### config.mk
export PLATFORM = sky130hd
export DESIGN_NAME = jbi_ncio_prqq_rdctl
export DESIGN_NICKNAME = d
export VERILOG_FILES = /design/src/rtl/jbi_ncio_prqq_rdctl.sv
export SDC_FILE = /design/constraint.sdc
export NUM_CORES = 1
export LEC_CHECK = 0
export CORE_MARGIN = 3
export CORE_UTILIZATION = 48
export CTS_CLUSTER_SIZE = 8
export DETAILED_ROUTE_END_ITERATION = 6
export PLACE_DENSITY = 0.85
export SYNTH_ARGS = -nofsm -noshare
export SYNTH_HDL_FRONTEND = slang
export SYNTH_SLANG_ARGS = --single-unit
### constraint.sdc
create_clock -name clk -period 3.5 [get_ports clk]
set_input_delay 0.35 -clock clk [delete_from_list [all_inputs] [get_ports clk]]
set_output_delay 0.35 -clock clk [all_outputs]
set_load 0.01 [all_outputs]
### src/rtl/jbi_ncio_prqq_rdctl.sv
// Read-side controller for the NCIO PIO request queue register file: issues RF reads
// against the writer pointer and feeds a 2-entry output buffer with a valid/ack handshake.

module jbi_ncio_prqq_rdctl_chk #(
    parameter int AW = 4
) (
    input logic          clk,
    input logic          rst,
    input logic [1:0]    cnt,
    input logic          inflight,
    input logic          pop,
    input logic [2:0]    occ,
    input logic [AW:0]   avail
);

    a_cnt_range: assert property (@(posedge clk) disable iff (rst) cnt <= 2'd2);
    a_occ_limit: assert property (@(posedge clk) disable iff (rst)
        ({1'b0, cnt} + {2'b00, inflight}) <= 3'd2);
    a_occ_next:  assert property (@(posedge clk) disable iff (rst) occ <= 3'd2);
    a_avail:     assert property (@(posedge clk) disable iff (rst)
        avail <= {1'b1, {AW{1'b0}}});
    a_capture:   assert property (@(posedge clk) disable iff (rst)
        !(inflight && (cnt == 2'd2) && !pop));

endmodule

module jbi_ncio_prqq_rdctl #(
    parameter int AW = 4,
    parameter int DW = 64
) (
    input  logic          clk,
    input  logic          rst,
    input  logic [AW:0]   prqq_wptr,
    output logic [AW:0]   prqq_rptr,
    output logic          prqq_empty,
    output logic          prqq_csn_rd,
    output logic [AW-1:0] prqq_raddr,
    input  logic [DW-1:0] prqq_rdata,
    output logic          req_vld,
    output logic [DW-1:0] req_data,
    input  logic          req_ack
);

    logic [AW:0]   rptr_r;
    logic          inflight_r;
    logic [1:0]    cnt_r;
    logic          vld_r;
    logic [DW-1:0] obuf0_r;
    logic [DW-1:0] obuf1_r;

    logic [AW:0]   avail_s;
    logic          empty_s;
    logic          pop_s;
    logic [2:0]    occ_s;
    logic          issue_s;
    logic [1:0]    cap_idx_s;
    logic [DW-1:0] obuf0_nxt_s;
    logic [DW-1:0] obuf1_nxt_s;

    // Occupancy after this cycle counts buffered entries plus the read already in the RF pipe.
    assign avail_s   = prqq_wptr - rptr_r;
    assign empty_s   = (avail_s == {(AW+1){1'b0}});
    assign pop_s     = vld_r & req_ack;
    assign occ_s     = {1'b0, cnt_r} + {2'b00, inflight_r} - {2'b00, pop_s};
    assign issue_s   = ~rst & ~empty_s & (occ_s < 3'd2);
    assign cap_idx_s = cnt_r - {1'b0, pop_s};

    // Next output-buffer contents: shift on pop, then land captured RF data behind survivors.
    always_comb begin
        obuf0_nxt_s = obuf0_r;
        obuf1_nxt_s = obuf1_r;
        if (pop_s) begin
            obuf0_nxt_s = obuf1_r;
        end else begin
            obuf0_nxt_s = obuf0_r;
        end
        if (inflight_r) begin
            case (cap_idx_s)
                2'd0:    obuf0_nxt_s = prqq_rdata;
                2'd1:    obuf1_nxt_s = prqq_rdata;
                default: obuf1_nxt_s = obuf1_r;
            endcase
        end else begin
            obuf1_nxt_s = obuf1_nxt_s;
        end
    end

    // Pointer, in-flight flag, buffer count and buffer storage.
    always_ff @(posedge clk) begin
        if (rst) begin
            rptr_r     <= {(AW+1){1'b0}};
            inflight_r <= 1'b0;
            cnt_r      <= 2'd0;
            vld_r      <= 1'b0;
            obuf0_r    <= {DW{1'b0}};
            obuf1_r    <= {DW{1'b0}};
        end else begin
            rptr_r     <= issue_s ? (rptr_r + {{AW{1'b0}}, 1'b1}) : rptr_r;
            inflight_r <= issue_s;
            cnt_r      <= occ_s[1:0];
            vld_r      <= (occ_s[1:0] != 2'd0);
            obuf0_r    <= obuf0_nxt_s;
            obuf1_r    <= obuf1_nxt_s;
        end
    end

    assign prqq_rptr   = rptr_r;
    assign prqq_empty  = empty_s;
    assign prqq_csn_rd = ~issue_s;
    assign prqq_raddr  = rptr_r[AW-1:0];
    assign req_vld     = vld_r;
    assign req_data    = obuf0_r;

    jbi_ncio_prqq_rdctl_chk #(.AW(AW)) u_chk (
        .clk      (clk),
        .rst      (rst),
        .cnt      (cnt_r),
        .inflight (inflight_r),
        .pop      (pop_s),
        .occ      (occ_s),
        .avail    (avail_s)
    );

endmodule

* Word-level counts from Yosys, hierarchy flattened
Index checks and enable logic that the tools add are counted.
** Storage, ports and cells
- Input bits :: 72
- Bits in registers :: 137
- Output and inout port bits :: 76
** Operators by class
- Order comparisons :: 1
- $add $sub $neg :: 5
- Multiplexer cells :: 3
- Reduce and logical (&&, ||, !) cells :: 4
- Eq/ne operators :: 1
- Bitwise logic cells :: 6
** Operator list (count)
- 64-bit two-way mux :: 3
- 5-bit by 1-bit adder with 5-bit output, second input constant :: 1
- 5-bit zero test :: 1
- 5-bit subtractor :: 1
- 2-bit by 1-bit adder with 3-bit output :: 1
- 1-bit bitwise AND :: 3
- 3-bit by 2-bit less-than comparator with 1-bit output, second input constant :: 1
- 1-bit inverter :: 3
- 3-bit by 1-bit subtractor with 3-bit output :: 1
- 2-bit by 1-bit equality test with 1-bit output, second input constant :: 1
- 2-bit zero test :: 1
- 2-bit AND reduction :: 1
- 2-bit nonzero test :: 1
- 2-bit by 1-bit subtractor with 2-bit output :: 1

* Depth between registers and ports, before layout
- Depth in word-level cells :: 6
- Gate-level depth with buffers :: 12
- Mapped depth without buffers :: 10

* Worst setup path after synthesis
No wires, ideal clock.
- Path type :: input -> output
- Start :: input req_ack
- End :: output prqq_csn_rd
- Cell stages on the path :: 11
- Data required time :: 3.150 ns
- Setup slack :: 0.752 ns
- Arrival time :: 2.398 ns
- Path through :: nand2_1 > inv_1 > clkbuf_1 > ha_1 > inv_1 > ha_1 > fa_1 > xnor2_1 > a311oi_2 > nor2b_1 > inv_2
** Between the ends
- Cells in the longest elaborated chain, start to end :: 5
** Ends and longest elaborated chain
- start: declaration :: RTL line 41 : input logic req_ack
- 1-bit bitwise AND :: RTL line 63 : assign pop_s = vld_r & req_ack;
- 3-bit by 1-bit subtractor with 3-bit output :: RTL line 64 : assign occ_s = {1'b0, cnt_r} + {2'b00, inflight_r} - {2'b00, pop_s};
- 3-bit by 2-bit less-than comparator with 1-bit output :: RTL line 65 : assign issue_s = ~rst & ~empty_s & (occ_s < 3'd2);
- 1-bit bitwise AND :: RTL line 65
- 1-bit inverter :: RTL line 109 : assign prqq_csn_rd = ~issue_s;
- end: declaration :: RTL line 36 : output logic prqq_csn_rd,
No other way between the ends.

* Worst setup path in the final report
- Start :: input req_ack
- End :: output prqq_csn_rd
** Between the ends
- Cells in the longest elaborated chain, start to end :: 5
** Ends and longest elaborated chain
- 1-bit bitwise AND :: RTL line 63
- 3-bit by 1-bit subtractor with 3-bit output :: RTL line 64
- net occ_s[1] :: RTL line 54 : logic [2:0] occ_s;
- 3-bit by 2-bit less-than comparator with 1-bit output :: RTL line 65
- 1-bit bitwise AND :: RTL line 65
- 1-bit inverter :: RTL line 109
The timed path passes the listed nets, and every way through them passes these cells.

==> run summary <==
Initial Util: 0.499
worst hold margin: 0.454 ns
Placed Area: 7010 µm²
first-pass GRT wire length: 24500 µm
Crit Path Class: in2out
Final Cell Area: 7630 µm²
H-Tree Depth: 4
Primary FF master, synth: dfxtp_1
Synth Area per Inst: 7.80 µm²
Slew Viols, Final: 0
root buffer cell: clkbuf_16
Die W: 113 µm
reg2reg setup slack: 1.08 ns
Synth Warn #: 0
Peak VDD IR: 0.448 mV
asr flop ratio synth: 0
worst reg2reg path startpoint: req_vld
Mapped Cells: 702
Routed WL: 14700 µm
GPL Wtd Cong: 0.768
Area Overhead vs Synth: 39.3%
PD cells: 820 nW/µm²
drt wl/cell: 15.1 µm
leakage: 0.00264 µW
biggest area consumer among synthesized cells: dfxtp_1
Synthesized Nets: 783
FMAX: 0.301 GHz
Worst-path clk slew: 0.06 ns
total global-route track usage: 0.233
setup TNS: 0 ns
diode count: 0
Via-to-Cell Ratio: 5.46
Port Buf Inserts: 147
top cells by area, synth: dfxtp_1 (50%), nand2_1 (18%), a311oi_1 (10%), a21oi_1 (6.0%), nor2_1 (4.7%)
Worst-Skew Late Latency: 0.40 ns
Max Root-Sink Buffers: 2
Hold Buf Count CTS: 0
crit path max fanout: 3
sequential share of the synthesized area: 0.501
Core Area: 11000 µm²
Max Cap Viol: 0
r2r endpoint: prqq_rptr[1]
synth unique cells: 30
Nets: 898
final antenna-violating net count: 0
Post-synth top cells: nand2_1 (258), dfxtp_1 (137), nor2_1 (68)
TritonCTS clock tree: yes
outcome: finished, final reports clean
DIE AREA: 12700 µm²
Die Height: 113 µm
drt drc: 0
WP data required: 3.15 ns
initial antenna violation count: 0
vias in the first global route: 5356
Startpoint Class: primary input
Final Skew: 0.00946 ns
Final period util: 0.949
top cell type's share of synthesized area: 0.501
hpwl dp: 9290 µm
CTS Buf Count: 17
clk sink count: 137
largest net degree at the start of global routing: 75
residual overflow from global routing: 0
Final min period: 3.32 ns
row cnt: 38
Hold Path Stages: 2
#FFs+latches synth: 137
crit end category: output pin
via count: 5299
count of final setup violators: 0
final-report hold violation count: 0
critical path arrival: 2.97 ns
Iter 0 DRT Violations: 402
RSZ-0062 raised after global routing: no
share of layout cells above drive strength 1: 0.0651
number of synthesized flops with an enable pin: 0
most frequent cell after synthesis: nand2_1
R2R cell count: 12
Hold Path Class: reg2reg
Max-slew headroom: 0.477
Cell Area, Synth: 5480 µm²
Hold Startpoint: obuf1_r[19]
worst-margin pin slew: 0.784 ns
number of iterations in the first detailed-routing pass: 5
# IOs: 148
Min-Delay Endpoint: obuf1_r[19]
-- report_power, final --
group          total (µW)  leakage, µW  switching, µW  internal [µW]
Sequential           2210      0.00112            236           1980
Combinational        2310      0.00125           1200           1110
Clock                1740     0.000270            656           1080
-- flip-flops by register name, summed over array words and instances, names as in the netlist --
register	count
prqq_rptr	5
cnt_r	2
req_data	64
inflight_r	1
obuf1_r	64
req_vld	1
-- how the worst max path moves through the flow --
stage | start | slack, ns | endpoint
final | req_ack | 0.18 | prqq_csn_rd
after global routing | req_ack | 0.05 | prqq_csn_rd
after detailed placement | req_ack | 0.001 | prqq_csn_rd
after CTS | req_ack | 0.003 | prqq_csn_rd
after global placement | req_ack | 0.02 | prqq_csn_rd
after floorplan | req_ack | 0.75 | prqq_csn_rd
-- final cells by class --
| cell class | count | area, µm² |
|---|---|---|
| clock buffer | 20 | 457 |
| clock inverter | 12 | 125 |
| fill | 848 | 3350 |
| inverter | 11 | 41.3 |
| multi-input combinational | 494 | 2500 |
| sequential | 137 | 2740 |
| tap | 140 | 175 |
| timing repair buffer | 156 | 1590 |
-- stage by stage --
| stage | utilization | total power (µW) | setup WS, ns | instances |
|---|---|---|---|---|
| after floorplan | - | 3400 | 0.752 | 702 |
| after global placement | 0.638 | 4390 | 0.0228 | 937 |
| after detailed placement | 0.638 | 4470 | 0.00124 | 937 |
| after CTS | 0.692 | 6230 | 0.00294 | 969 |
| after global routing | 0.695 | 6620 | 0.0480 | 970 |
| final | 0.695 | 6260 | 0.180 | 970 |
-- critical path, stage by stage --
cell and delay [ns]:
clkdlybuf4s50_1 0.49, nand2_2 0.06, inv_2 0.07, ha_4 0.20, inv_1 0.11, ha_1 0.19
fa_2 0.47, a311oi_2 0.30, nor2b_4 0.20, inv_2 0.05, clkdlybuf4s50_1 0.47
-- cell usage in the layout, fill, tap and decap left out, types with 2 or more instances in the layout --
| master | n |
|---|---|
| nand2b_1 | 2 |
| nand2_1 | 257 |
| ha_1 | 7 |
| clkbuf_16 | 17 |
| buf_4 | 6 |
| a311oi_1 | 64 |
| bufinv_16 | 2 |
| clkinvlp_4 | 6 |
| xnor2_1 | 2 |
| inv_2 | 2 |
| clkbuf_8 | 2 |
| clkinv_2 | 4 |
| inv_1 | 9 |
| buf_12 | 4 |
| dfxtp_1 | 137 |
| nor2b_1 | 5 |
| clkdlybuf4s50_1 | 146 |
| a21oi_1 | 66 |
| nor2_1 | 68 |
-- logic make-up after synthesis --
group,after synthesis,synth area share
AO/OA/AOI/OAI,135,0.171
XOR/XNOR,4,0.00640
adder cells (fa/ha/maj),9,0.0219
buffers and inverters,71,0.0514
flip-flops,137,0.501
multiplexers,2,0.00388
AND/OR/NAND/NOR,344,0.244
-- repair_timing --
| action | 4_1_cts | 5_1_grt |
|---|---|---|
| gates cloned | 0 | 0 |
| gates resized for setup | 1 | 4 |
| pin swaps | 0 | 1 |
| setup endpoints to repair | 1 | 1 |
| setup buffers | 0 | 1 |
-- layer usage --
layer / share of wire / wire length (µm) / global-route usage / vias to the layer above
met1: 0.42 / 6140 / 0.276 / 2512
met5: 0 / 0 / 0 / -
met3: 0.055 / 804 / 0.0492 / 35
met2: 0.50 / 7310 / 0.400 / 178
met4: 0.029 / 430 / 0.116 / 0
li1: - / - / - / 2574
(Power assumes the default switching activity.)
